[config.mk]
export PLATFORM = sky130hd
export DESIGN_NAME = playback_sequencer_flat
export DESIGN_NICKNAME = d
export VERILOG_FILES = /design/src/rtl/absentees_pkg.sv /design/src/rtl/playback_sequencer_if.sv /design/src/rtl/tick_prescaler.sv /design/src/rtl/playback_sequencer.sv /design/src/flat_wrapper.sv
export SDC_FILE = /design/constraint.sdc
export NUM_CORES = 1
export LEC_CHECK = 0
export ABC_AREA = 1
export BUFFER_PORTS_ARGS = -buffer_cell sky130_fd_sc_hd__buf_4
export CORE_ASPECT_RATIO = 2
export CORE_MARGIN = 8
export CORE_UTILIZATION = 45
export DETAILED_ROUTE_END_ITERATION = 8
export GPL_ROUTABILITY_DRIVEN = 0
export HOLD_SLACK_MARGIN = 0.12
export PLACE_DENSITY = 0.64
export SETUP_SLACK_MARGIN = 0.15
export SYNTH_ARGS = -nofsm -noshare
export SYNTH_HDL_FRONTEND = slang
export SYNTH_SLANG_ARGS = --single-unit
[constraint.sdc]
create_clock -name clk -period 2.14 [get_ports clk]
set_clock_uncertainty 0.1 [all_clocks]
set_input_delay 0.214 -clock clk [delete_from_list [all_inputs] [get_ports clk]]
set_output_delay 0.214 -clock clk [all_outputs]
set_load 0.01 [all_outputs]
[src/rtl/absentees_pkg.sv]
// Shared definitions for the playback sequencer and the duration store.
//   play_state_t : sequencer FSM state encoding
//   DUR_W        : duration width, shared with the store's count width
//   cnt_width()  : width of a counter that counts 0..n-1 (minimum 1 bit)
package absentees_pkg;

    localparam int unsigned DUR_W = 12;

    typedef enum logic [2:0] {
        IDLE = 3'd0,
        LOAD = 3'd1,
        PLAY = 3'd2,
        GAP  = 3'd3,
        DONE = 3'd4
    } play_state_t;

    function automatic int unsigned cnt_width(input int unsigned n);
        return (n > 32'd1) ? $clog2(n) : 32'd1;
    endfunction

endpackage

[src/rtl/playback_sequencer_if.sv]
// Handshake/bus bundle between a playback controller, the duration store
// and the playback sequencer.
//   start, abort     : controller requests (1-cycle start, level abort)
//   mem_data         : current top-of-store duration (combinational)
//   mem_read         : 1-cycle pop strobe back to the store
//   play_out         : registered playback output
//   busy, done       : status (done is a 1-cycle completion pulse)
//   entries_played   : entries played in the current/last run
// Modports: slave = sequencer side, master = controller/store side.
interface playback_sequencer_if #(
    parameter int unsigned DATA_W      = 12,
    parameter int unsigned MAX_ENTRIES = 3
);
    localparam int unsigned EW = $clog2(MAX_ENTRIES + 1);

    logic              start;
    logic              abort;
    logic [DATA_W-1:0] mem_data;
    logic              mem_read;
    logic              play_out;
    logic              busy;
    logic              done;
    logic [EW-1:0]     entries_played;

    modport slave (
        input  start, abort, mem_data,
        output mem_read, play_out, busy, done, entries_played
    );

    modport master (
        output start, abort, mem_data,
        input  mem_read, play_out, busy, done, entries_played
    );

endinterface

[src/rtl/tick_prescaler.sv]
// TICK_DIV-cycle divider. Counts 0..TICK_DIV-1 while enabled and raises
// tick_o during the last count of each period. A synchronous clear holds
// the count at zero so a new period always starts aligned.
//   clk, rst : clock, synchronous active-high reset
//   clr_i    : synchronous clear (wins over enable)
//   en_i     : count enable
//   tick_o   : high for the final cycle of each TICK_DIV period
module tick_prescaler
    import absentees_pkg::*;
#(
    parameter int unsigned TICK_DIV = 1000
) (
    input  logic clk,
    input  logic rst,
    input  logic clr_i,
    input  logic en_i,
    output logic tick_o
);

    localparam int unsigned      PW   = cnt_width(TICK_DIV);
    localparam logic [PW-1:0]    LAST = PW'(TICK_DIV - 1);

    logic [PW-1:0] cnt_q;
    logic [PW-1:0] cnt_d;

    // Next count: clear, wrap at LAST, or advance while enabled.
    always_comb begin
        cnt_d = cnt_q;
        if (clr_i) begin
            cnt_d = '0;
        end else if (en_i) begin
            if (cnt_q == LAST) begin
                cnt_d = '0;
            end else begin
                cnt_d = cnt_q + PW'(1);
            end
        end else begin
            cnt_d = cnt_q;
        end
    end

    // Count register.
    always_ff @(posedge clk) begin
        if (rst) begin
            cnt_q <= '0;
        end else begin
            cnt_q <= cnt_d;
        end
    end

    assign tick_o = en_i & ~clr_i & (cnt_q == LAST);

endmodule

[src/rtl/playback_sequencer.sv]
// Playback sequencer: on start, pops durations from the store one at a
// time and drives play_out high for duration*TICK_DIV cycles followed by
// GAP_TICKS*TICK_DIV low cycles. Stops on a zero entry, after MAX_ENTRIES
// entries, or on abort.
//   clk, rst : clock, synchronous active-high reset
//   bus      : slave side of playback_sequencer_if (start/abort/mem_data in,
//              mem_read/play_out/busy/done/entries_played out)
// All bus outputs are registered except mem_read, which is decoded from
// the LOAD state so the store pops on the edge that ends LOAD.
module playback_sequencer
    import absentees_pkg::*;
#(
    parameter int unsigned DATA_W      = DUR_W,
    parameter int unsigned TICK_DIV    = 1000,
    parameter int unsigned GAP_TICKS   = 4,
    parameter int unsigned MAX_ENTRIES = 3
) (
    input  logic                 clk,
    input  logic                 rst,
    playback_sequencer_if.slave  bus
);

    localparam int unsigned   EW       = $clog2(MAX_ENTRIES + 1);
    localparam int unsigned   GW       = cnt_width(GAP_TICKS);
    localparam logic [EW-1:0] EMAX     = EW'(MAX_ENTRIES);
    localparam logic [GW-1:0] GAP_LAST = GW'((GAP_TICKS > 0) ? GAP_TICKS - 1 : 0);

    play_state_t       state_q, state_d;
    logic [DATA_W-1:0] dur_q, dur_d;
    logic [GW-1:0]     gap_q, gap_d;
    logic [EW-1:0]     entries_q, entries_d;
    logic              play_q, play_d;
    logic              busy_q, busy_d;
    logic              done_q, done_d;

    logic              tick_s;
    logic              presc_run_s;
    logic              stop_load_s;
    logic              accept_s;

    // The shared prescaler only runs in PLAY and GAP; every other state
    // holds it cleared so each PLAY starts on a fresh period.
    assign presc_run_s = (state_q == PLAY) || (state_q == GAP);

    tick_prescaler #(
        .TICK_DIV (TICK_DIV)
    ) u_presc (
        .clk    (clk),
        .rst    (rst),
        .clr_i  (~presc_run_s),
        .en_i   (presc_run_s),
        .tick_o (tick_s)
    );

    assign stop_load_s = (entries_q == EMAX) || (bus.mem_data == '0);
    // A pop is only issued when the entry is actually taken; an abort or
    // reset in the same cycle must leave the store untouched.
    assign accept_s    = (state_q == LOAD) && !stop_load_s && !bus.abort;
    assign bus.mem_read = accept_s & ~rst;

    // FSM next-state and counter updates; abort overrides every state.
    always_comb begin
        state_d   = state_q;
        dur_d     = dur_q;
        gap_d     = gap_q;
        entries_d = entries_q;
        if (bus.abort) begin
            state_d = IDLE;
        end else begin
            case (state_q)
                IDLE: begin
                    if (bus.start) begin
                        state_d   = LOAD;
                        entries_d = '0;
                    end else begin
                        state_d = IDLE;
                    end
                end
                LOAD: begin
                    if (stop_load_s) begin
                        state_d = DONE;
                    end else begin
                        dur_d     = bus.mem_data;
                        entries_d = entries_q + EW'(1);
                        state_d   = PLAY;
                    end
                end
                PLAY: begin
                    if (tick_s) begin
                        if (dur_q == DATA_W'(1)) begin
                            if (GAP_TICKS == 0) begin
                                state_d = LOAD;
                            end else begin
                                state_d = GAP;
                                gap_d   = '0;
                            end
                        end else begin
                            dur_d = dur_q - DATA_W'(1);
                        end
                    end else begin
                        dur_d = dur_q;
                    end
                end
                GAP: begin
                    if (tick_s) begin
                        if (gap_q == GAP_LAST) begin
                            state_d = LOAD;
                        end else begin
                            gap_d = gap_q + GW'(1);
                        end
                    end else begin
                        gap_d = gap_q;
                    end
                end
                DONE: begin
                    state_d = IDLE;
                end
                default: begin
                    state_d = IDLE;
                end
            endcase
        end
    end

    // Registered outputs are decoded from the next state so they line up
    // exactly with the state they describe.
    always_comb begin
        play_d = (state_d == PLAY);
        busy_d = (state_d != IDLE);
        done_d = (state_d == DONE);
    end

    // State, counter and output registers.
    always_ff @(posedge clk) begin
        if (rst) begin
            state_q   <= IDLE;
            dur_q     <= '0;
            gap_q     <= '0;
            entries_q <= '0;
            play_q    <= 1'b0;
            busy_q    <= 1'b0;
            done_q    <= 1'b0;
        end else begin
            state_q   <= state_d;
            dur_q     <= dur_d;
            gap_q     <= gap_d;
            entries_q <= entries_d;
            play_q    <= play_d;
            busy_q    <= busy_d;
            done_q    <= done_d;
        end
    end

    assign bus.play_out       = play_q;
    assign bus.busy           = busy_q;
    assign bus.done           = done_q;
    assign bus.entries_played = entries_q;

endmodule

[src/flat_wrapper.sv]
// flat-port wrapper written by rule: the top's interface ports become plain ports
module playback_sequencer_flat import absentees_pkg::*;
#(
    parameter int unsigned DATA_W      = DUR_W,
    parameter int unsigned TICK_DIV    = 1000,
    parameter int unsigned GAP_TICKS   = 4,
    parameter int unsigned MAX_ENTRIES = 3
)
  (clk, rst, bus_start, bus_abort, bus_mem_data, bus_mem_read, bus_play_out, bus_busy, bus_done, bus_entries_played);
  playback_sequencer_if #(.DATA_W(DATA_W), .MAX_ENTRIES(MAX_ENTRIES)) bus_i ();
  input  logic clk;
  input  logic rst;
  input wire logic [$bits(bus_i.start)-1:0] bus_start;
  input wire logic [$bits(bus_i.abort)-1:0] bus_abort;
  input wire logic [$bits(bus_i.mem_data)-1:0] bus_mem_data;
  output wire logic [$bits(bus_i.mem_read)-1:0] bus_mem_read;
  output wire logic [$bits(bus_i.play_out)-1:0] bus_play_out;
  output wire logic [$bits(bus_i.busy)-1:0] bus_busy;
  output wire logic [$bits(bus_i.done)-1:0] bus_done;
  output wire logic [$bits(bus_i.entries_played)-1:0] bus_entries_played;
  assign bus_i.start = bus_start;
  assign bus_i.abort = bus_abort;
  assign bus_i.mem_data = bus_mem_data;
  assign bus_mem_read = bus_i.mem_read;
  assign bus_play_out = bus_i.play_out;
  assign bus_busy = bus_i.busy;
  assign bus_done = bus_i.done;
  assign bus_entries_played = bus_i.entries_played;
  playback_sequencer #(.DATA_W(DATA_W), .TICK_DIV(TICK_DIV), .GAP_TICKS(GAP_TICKS), .MAX_ENTRIES(MAX_ENTRIES)) u_core (.clk(clk), .rst(rst), .bus(bus_i));
endmodule
Word level (Yosys, flattened, before mapping)
Cells that the tools add are included.
Widths: inputs -> output; s select.
{"block": "totals", "ff_bits": 32, "in_bits": 16, "elab_cells": 69}
{"block": "classes", "addsub": 4, "n_eq_ne": 16, "muxes": 20, "bitwise_logic": 5, "n_reduce_logical": 16}
{"operator": "$mux 12", "n": 3}
{"operator": "$pmux 12 s2", "n": 1}
{"operator": "$mux 3", "n": 6}
{"operator": "$eq 12x1->1 const B", "n": 1}
{"operator": "$logic_not 12->1", "n": 1}
{"operator": "$mux 2", "n": 6}
{"operator": "$pmux 3 s4", "n": 1}
{"operator": "$sub 12x1->12 const B", "n": 1}
{"operator": "$add 10x1->10 const B", "n": 1}
{"operator": "$eq 10x10->1 const B", "n": 1}
{"operator": "$ne 2x2->1 const B", "n": 5}
{"operator": "$eq 3x2->1 const B", "n": 3}
{"operator": "$pmux 2 s2", "n": 2}
{"operator": "$reduce_and 6->1", "n": 1}
{"operator": "$reduce_bool 2->1", "n": 3}
{"operator": "$reduce_and 5->1", "n": 1}
{"operator": "$add 2x1->2 const B", "n": 2}
{"operator": "$eq 2x2->1 const B", "n": 2}
{"operator": "$ne 2x1->1 const B", "n": 2}
{"operator": "$reduce_and 4->1", "n": 1}
{"operator": "$eq 3x1->1 const B", "n": 1}
{"operator": "$eq 3x3->1 const B", "n": 1}
{"operator": "$logic_not 3->1", "n": 1}
{"operator": "$not 1->1", "n": 3}
{"operator": "other kinds (7)", "n": 11}

Longest topological paths before layout
Gate-level depths: netlist of run 1.
{"block": "logic_depth", "word_depth": 7, "mapped_depth": 12, "ltp_nobuf": 11}

Hierarchy
From an unflattened synthesis of run 1, not the netlist that was laid out.
{"block": "hier_totals", "cells_unflattened": 323, "area_unflattened_um2": 2028.2}
{"module": "playback_sequencer", "n_inst": 1, "cells_each": 239, "area_per_inst_um2": 1455.1}
{"module": "tick_prescaler", "n_inst": 1, "cells_each": 84, "area_per_inst_um2": 573.0}

Worst setup path after synthesis of run 1
No wires, ideal clock.
{"block": "synth_path", "kind": "flip-flop to flip-flop", "startpoint": "register u_core.u_presc.cnt_q[0]", "endpoint": "register u_core.dur_q[9]", "setup_time_ns": 0.112, "arrival_ns": 1.366, "required_ns": 1.928, "slack_ns": 0.562, "path_stages_with_launch": 12, "path_buffers": 1, "period_less_slack_ns": 1.578, "cell_sequence": "dfxtp_1 -> ha_1 -> nand2_1 -> inv_2 -> nand3b_4 -> nor2_4 -> nand3_2 -> nand2_4 -> nand2_4 -> buf_6 -> nor2_1 -> nor2_1"}
{"block": "synth_between", "elab_chain_len": 4}
{"element": "from (decl)", "line_no": "tick_prescaler.sv:23", "text": "logic [PW-1:0] cnt_q;"}
{"element": "from (signal assigned)", "line_no": "tick_prescaler.sv:47", "text": "cnt_q <= cnt_d;"}
{"element": "$eq 10x10->1", "line_no": "tick_prescaler.sv:51", "text": "assign tick_o = en_i & ~clr_i & (cnt_q == LAST);"}
{"element": "$and 1x1->1", "line_no": "tick_prescaler.sv:51"}
{"element": "$ne 2x1->1 (no source line)"}
{"element": "$reduce_and 5->1 (no source line)"}
{"element": "to (signal assigned)", "line_no": "playback_sequencer.sv:145", "text": "dur_q <= dur_d;"}
{"element": "to (decl)", "line_no": "playback_sequencer.sv:29", "text": "logic [DATA_W-1:0] dur_q, dur_d;"}
Every way passes these cells.
A chain may end at the register's enable or synchronous reset.

Worst setup path in the final report of run 1
{"block": "layout_path", "startpoint": "register u_core.state_q[2]", "endpoint": "output bus_mem_read"}
{"block": "layout_between", "elab_chain_len": 4}
{"element": "from (decl)", "line_no": "playback_sequencer.sv:28", "text": "play_state_t state_q, state_d;"}
{"element": "from (signal assigned)", "line_no": "playback_sequencer.sv:144", "text": "state_q <= state_d;"}
{"element": "$eq 3x1->1", "line_no": "playback_sequencer.sv:58", "text": "assign accept_s = (state_q == LOAD) && !stop_load_s && !bus.abort;"}
{"element": "$logic_and 1x1->1 (2 in a row)", "line_no": "playback_sequencer.sv:58"}
{"element": "$and 1x1->1", "line_no": "playback_sequencer.sv:59", "text": "assign bus.mem_read = accept_s & ~rst;"}
{"element": "to (decl)", "line_no": "flat_wrapper.sv:16", "text": "output wire logic [$bits(bus_i.mem_read)-1:0] bus_mem_read;"}
Every way passes these cells.

==> results of run 1 <==
==> worst paths after layout <==
check        cells past startpoint                    start                      end  slack, ns
max                              6        u_core.state_q[2]             bus_mem_read       0.30
min                              5          bus_mem_data[9]          u_core.dur_q[9]       0.17
max reg2reg                     10          u_core.dur_q[0]          u_core.dur_q[1]       0.36
min reg2reg                      1  u_core.u_presc.cnt_q[0]  u_core.u_presc.cnt_q[0]       0.35
==> critical path, stage by stage (launching register included) <==
cell     delay, ns
dfxtp_1       0.32
nor2_1        0.14
inv_2         0.05
nor2_2        0.22
nand3_1       0.15
nor3_1        0.21
buf_4         0.17
==> synthesized netlist by cell type (4+ instances only) <==
library cell | number | area, um^2
nand3_1 | 24 | 120.1
inv_1 | 29 | 108.9
inv_2 | 6 | 22.52
nor3_1 | 4 | 20.02
nor2_2 | 5 | 31.28
dfxtp_1 | 32 | 640.6
nand2_2 | 5 | 31.28
a21oi_1 | 7 | 35.03
ha_1 | 5 | 62.56
xor2_1 | 4 | 35.03
nand2_1 | 74 | 277.8
o21ai_0 | 7 | 35.03
nand3b_1 | 4 | 30.03
nor2_1 | 67 | 251.5
==> repair_timing <==
item / 4_1_cts / 5_1_grt
endpoints found under the setup margin: 0 / 6
gates resized for setup: 0 / 1
hold buffers: 1 / 0
endpoints found under the hold margin: 7 / 0
setup buffers: 0 / 0
==> registers in the layout (all words and copies together), names as in the netlist <==
register,count
u_core.dur_q,12
u_core.u_presc.cnt_q,10
u_core.state_q,3
u_core.bus.entries_played,2
u_core.gap_q,2
u_core.bus.busy,1
u_core.bus.done,1
u_core.bus.play_out,1
==> layout by cell type, fill, tap and decap left out, types with 2 or more instances in the layout <==
cell and count:
nand2_1 74, nor2_1 67, dfxtp_1 32, inv_1 29, nand3_1 24, buf_4 23
a21oi_1 7, o21ai_0 7, inv_2 6, clkbuf_8 6, nor2_2 5, nand2_2 5
ha_1 5, nor3_1 4, nand3b_1 4, xor2_1 4, nor2_4 2, nand2_4 2
o21ai_1 2, xnor2_1 2, clkbuf_1 2
==> cells by family after synthesis <==
logic type,after synthesis
flops,32
fa+ha+maj,5
compound gates,21
simple gates,193
buf+inv,41
xor+xnor,6
==> routing by layer <==
layer | up-vias | part of all wire (%) | wire length, um | global-route usage, %
li1 | 970 | - | - | -
met1 | 818 | 37 | 1687 | 15.14
met2 | 22 | 57 | 2617 | 29.19
met3 | 12 | 2.8 | 130 | 3.210
met4 | 0 | 3.4 | 157 | 7.718
met5 | - | 0 | 0 | 0
==> layout make-up <==
type	count	area, um^2	share of cell area (%)
Sequential cell	32	640.6	28.94
Multi-Input combinational cell	225	1104	49.86
Timing Repair Buffer	24	182.7	8.253
Inverter	35	131.4	5.936
Clock buffer	8	90.09	4.070
Tap cell	52	65.06	2.940
==> metrics by stage <==
stage	total power [mW]	util, %
2_1_floorplan	0.7612	-
3_3_place_gp	0.8242	51.52
3_5_place_dp	0.8248	51.52
4_1_cts	1.303	53.96
5_1_grt	1.364	54.15
6_report	1.293	54.15
==> report_power, final <==
part	switching [mW]	leakage (nW)	internal, mW
registers	0.0105	0.259	0.608
clock network	0.216	0.0455	0.262
logic	0.118	0.788	0.0776
==> impl_results.md, run 1 <==
* Post-Synthesis Cells at 298
* Yosys warning total at 0
* Vias in the first global route at 1846
* Place WS at 0.3165 ns
* Hold Vio Cnt, Final at 0
* Synth Cell Area at 1904 um^2
* Top FF cell, synth: dfxtp_1
* Area growth syn-to-layout at 16.23%
* Area share of xor/xnor cells in the synthesized design at 2.760%
* Ports at 22
* Hold_ws at 0.1727 ns
* Router iterations before antenna repair at 4
* Wirelength per Cell at 12.21 um
* Fill count at 413
* CTS tree: built
* Synthesis-stage register bit count at 32
* Max-cap violations at 0
* Slew margin rel. at 74.64%
* Fmax at 0.5421 GHz
* Setup WS post-layout at 0.2952 ns
* Compound-Gate Fraction of Synth Area at 6.176%
* Routed Antenna Nets at 0
* Max VDD drop at 0.4237 mV
* Layout Cell Area excl Fill at 2213 um^2
* Status: finished clean
* Post-Synth Adder-Cell Area at 3.285%
* RSZ-0062 raised after global routing: no
* Die width at 62 um
* ANT cells at 0
* Syn avg cell area at 6.390 um^2
* Pleak at 1.093 nW
* First-iteration detailed-routing DRC count at 64
* Multiplexer share of the synthesized area at 0%
* Crit start category: flip-flop
* Starting Density at 46.59%
* Tmin final at 1.845 ns
* Post-synthesis async set-or-reset flop share at 0%
* Fin cells at 376
* # DRC at 0
* Vias per cell at 4.846
* Clock-pin slew of the registers on the worst-case setup and hold paths at 0.07 ns
* Cell Pwr Density at 584.0 nW/um^2
* Sequential fraction of the synthesis area at 33.64%
* Worst hold-check path type: input port to flip-flop
* CTS Buffer Depth at 2
* GRT overflow at 0
* Final worst path period share at 86.20%
* Worst-Margin Slew at 0.3793 ns
* FP Rows at 33
* Crit path kind: flip-flop to output pin
* DRT Wirelength at 4592 um
* Post-synth EDFFs at 0
* Die area at 6696 um^2
* Core Area at 4088 um^2
* Crit path DAT at 1.53 ns
* Critical Path RT at 1.83 ns
* Antenna violations before repair at 0
* Clock Latency Late Sink at 0.28 ns
* Mapped Nets at 319
* Pin count of the biggest net entering global routing at 18
* Synth cell types at 33
* PortBufs at 21
* Max-slew violations at 0
* Post-Synth Simple-Gate Area at 45.34%
* Setup crit end kind: output pin
* Share of cells above drive strength 1 at 16.36%
* Placed Area at 2106 um^2
* Die Height at 108 um
* Worst Path Max Fanout at 5
* TritonCTS buffer count at 5
* Clk sinks at 32
* GRT Util Overall at 15.72%
* Post-DP HPWL at 3625 um
* Inst Count DP at 367
* Final #Nets at 344
* Combinational family with the most area after synthesis: simple AND/OR/NAND/NOR gates
* Via count at 1822
* Root buffer cell: clkbuf_8
* Setup violations, final at 0
* CTS H-tree lvls at 2
* Final setup TNS at 0 ns
* First-pass GRT wire length at 7976 um
Power figures use the tool's default switching activity.
==> run 2: changes to the inputs <==
- PLACE_DENSITY: 0.64 -> 0.68
==> run 2 against run 1 <==
  * Clock power grew 3%
  * Utilization grew 0.15 points
  * Non-clock buffer count is the same
  * Wire length grew 3.2%
  * Total power grew 1.3%
  * Hold slack lost 0.0088 ns
  * Maximum frequency shrank 0.31%
  * Sequential share of layout area shrank 0.082 points
  * Combinational power is essentially flat
  * Largest cell class unchanged
==> impl_results.md, run 2 (synthesis gave the netlist of run 1 again) <==
* Die width at 62 um
* Routed Antenna Nets at 0
* CTS tree: built
* Worst Path Max Fanout at 5
* Pleak at 1.097 nW
* Max VDD drop at 0.4463 mV
* First-pass GRT wire length at 8148 um
* Setup violations, final at 0
* Top flop regs: u_core.dur_q: 12 flops, u_core.u_presc.cnt_q: 10 flops, u_core.state_q: 3 flops
* GRT overflow at 0
* GRT Util Overall at 15.94%
* Tmin final at 1.851 ns
* Die area at 6696 um^2
* Pwr Total at 1.310 mW
* Clock Latency Late Sink at 0.28 ns
* CTS H-tree lvls at 2
* Share of cells above drive strength 1 at 16.72%
* Wirelength per Cell at 12.63 um
* Critical Path RT at 1.83 ns
* Router iterations before antenna repair at 4
* Hold Vio Cnt, Final at 0
* Max-slew violations at 0
* Status: finished clean
* Vias in the first global route at 2009
* ANT cells at 0
* Largest Register: u_core.dur_q
* Cell Pwr Density at 590.1 nW/um^2
* Die Height at 108 um
* Area growth syn-to-layout at 16.56%
* Clock-pin slew of the registers on the worst-case setup and hold paths at 0.06 ns
* Crit path kind: flip-flop to output pin
* Clk sinks at 32
* Antenna violations before repair at 0
* Fmax at 0.5404 GHz
* # DRC at 0
* Post-DP HPWL at 3778 um
* Commonest cells after routing, fill and taps aside: nand2_1 (74), nor2_1 (67), dfxtp_1 (32)
* Root buffer cell: clkbuf_8
* Slew margin rel. at 72.77%
* Core Area at 4088 um^2
* CTS Buffer Depth at 2
* Max-cap violations at 0
* Starting Density at 46.59%
* Internal power at 0.9721 mW
* Pin count of the biggest net entering global routing at 18
* Largest register FFs at 12
* Comb power frac at 14.9%
* Worst hold-check path type: input port to flip-flop
* Power share of the clock group at 37.8%
* P_sw at 0.3378 mW
* WL met2 at 2731 um
* Reg-to-reg slack, setup at 0.40 ns
* Vias per cell at 5.051
* Final setup TNS at 0 ns
* First-iteration detailed-routing DRC count at 58
* Top Layer Used: met4
* Worst-Margin Slew at 0.4073 ns
* RSZ-0062 raised after global routing: no
* Crit path DAT at 1.54 ns
* Commonest non-fill, non-tap cell in the layout: nand2_1
* Final #Nets at 344
* PortBufs at 21
* Switching Share at 25.79%
* Via count at 1894
* Sequential share of power at 47.3%
* DR WL met3 at 135 um
* FP Rows at 33
* TritonCTS buffer count at 5
* Ports at 22
* Crit start category: flip-flop
* Post-route core utilization at 54.30%
* DRT Wirelength at 4737 um
* Setup crit end kind: output pin
* Final worst path period share at 86.47%
* Wl on met1 at 1594 um
## run 2: critical path, stage by stage (launching register included)
cell     delay [ns]
dfxtp_1        0.33
nor2_1         0.15
inv_2          0.05
nor2_2         0.23
nand3_1        0.17
nor3_1         0.18
buf_4          0.16
## run 2: power by group through the flow
stage | Combinational [mW] | Sequential [mW] | Clock (mW)
finish | 0.196 | 0.619 | 0.495
CTS | 0.196 | 0.619 | 0.507
global placement | 0.191 | 0.632 | 0
global route | 0.222 | 0.620 | 0.538
floorplan | 0.130 | 0.631 | 0
detailed placement | 0.193 | 0.632 | 0
## run 2: metrics by stage
step           cells  instance area, um^2  hold slack (ns)  setup slack (ns)
3_3_place_gp     367                 2106           0.3303            0.3691
4_1_cts          375                 2212           0.1625            0.2923
5_1_grt          375                 2220           0.2052            0.1775
6_report         375                 2220           0.1639            0.2895
3_5_place_dp     367                 2106           0.3441            0.3034
2_1_floorplan    298                 1904           0.3179            0.5622
## run 2: final timing paths
path,start,end,depth (start not counted)
hold / removal,bus_mem_data[3],u_core.dur_q[3],5
setup reg to reg,u_core.dur_q[0],u_core.dur_q[5],10
hold reg to reg,u_core.u_presc.cnt_q[0],u_core.u_presc.cnt_q[0],1
setup / recovery,u_core.state_q[2],bus_mem_read,6
## run 2: what timing repair did
item	CTS	global route
hold endpoints to repair	7	0
resized for setup	0	1
setup endpoints to repair	0	4
setup buffers	0	0
hold buffers	1	0
## run 2: cell type report
type	count	area, um^2
Timing Repair Buffer	24	182.7
Multi-Input combinational cell	225	1104
Clock buffer	7	96.34
Sequential cell	32	640.6
Tap cell	52	65.06
Inverter	35	131.4
Fill cell	441	1868
## run 2: metal layers
metal | GRT usage (%) | vias to the layer above
met5 | 0 | -
met4 | 11.49 | 0
met3 | 2.378 | 22
met2 | 30.68 | 37
met1 | 13.31 | 867
li1 | - | 968
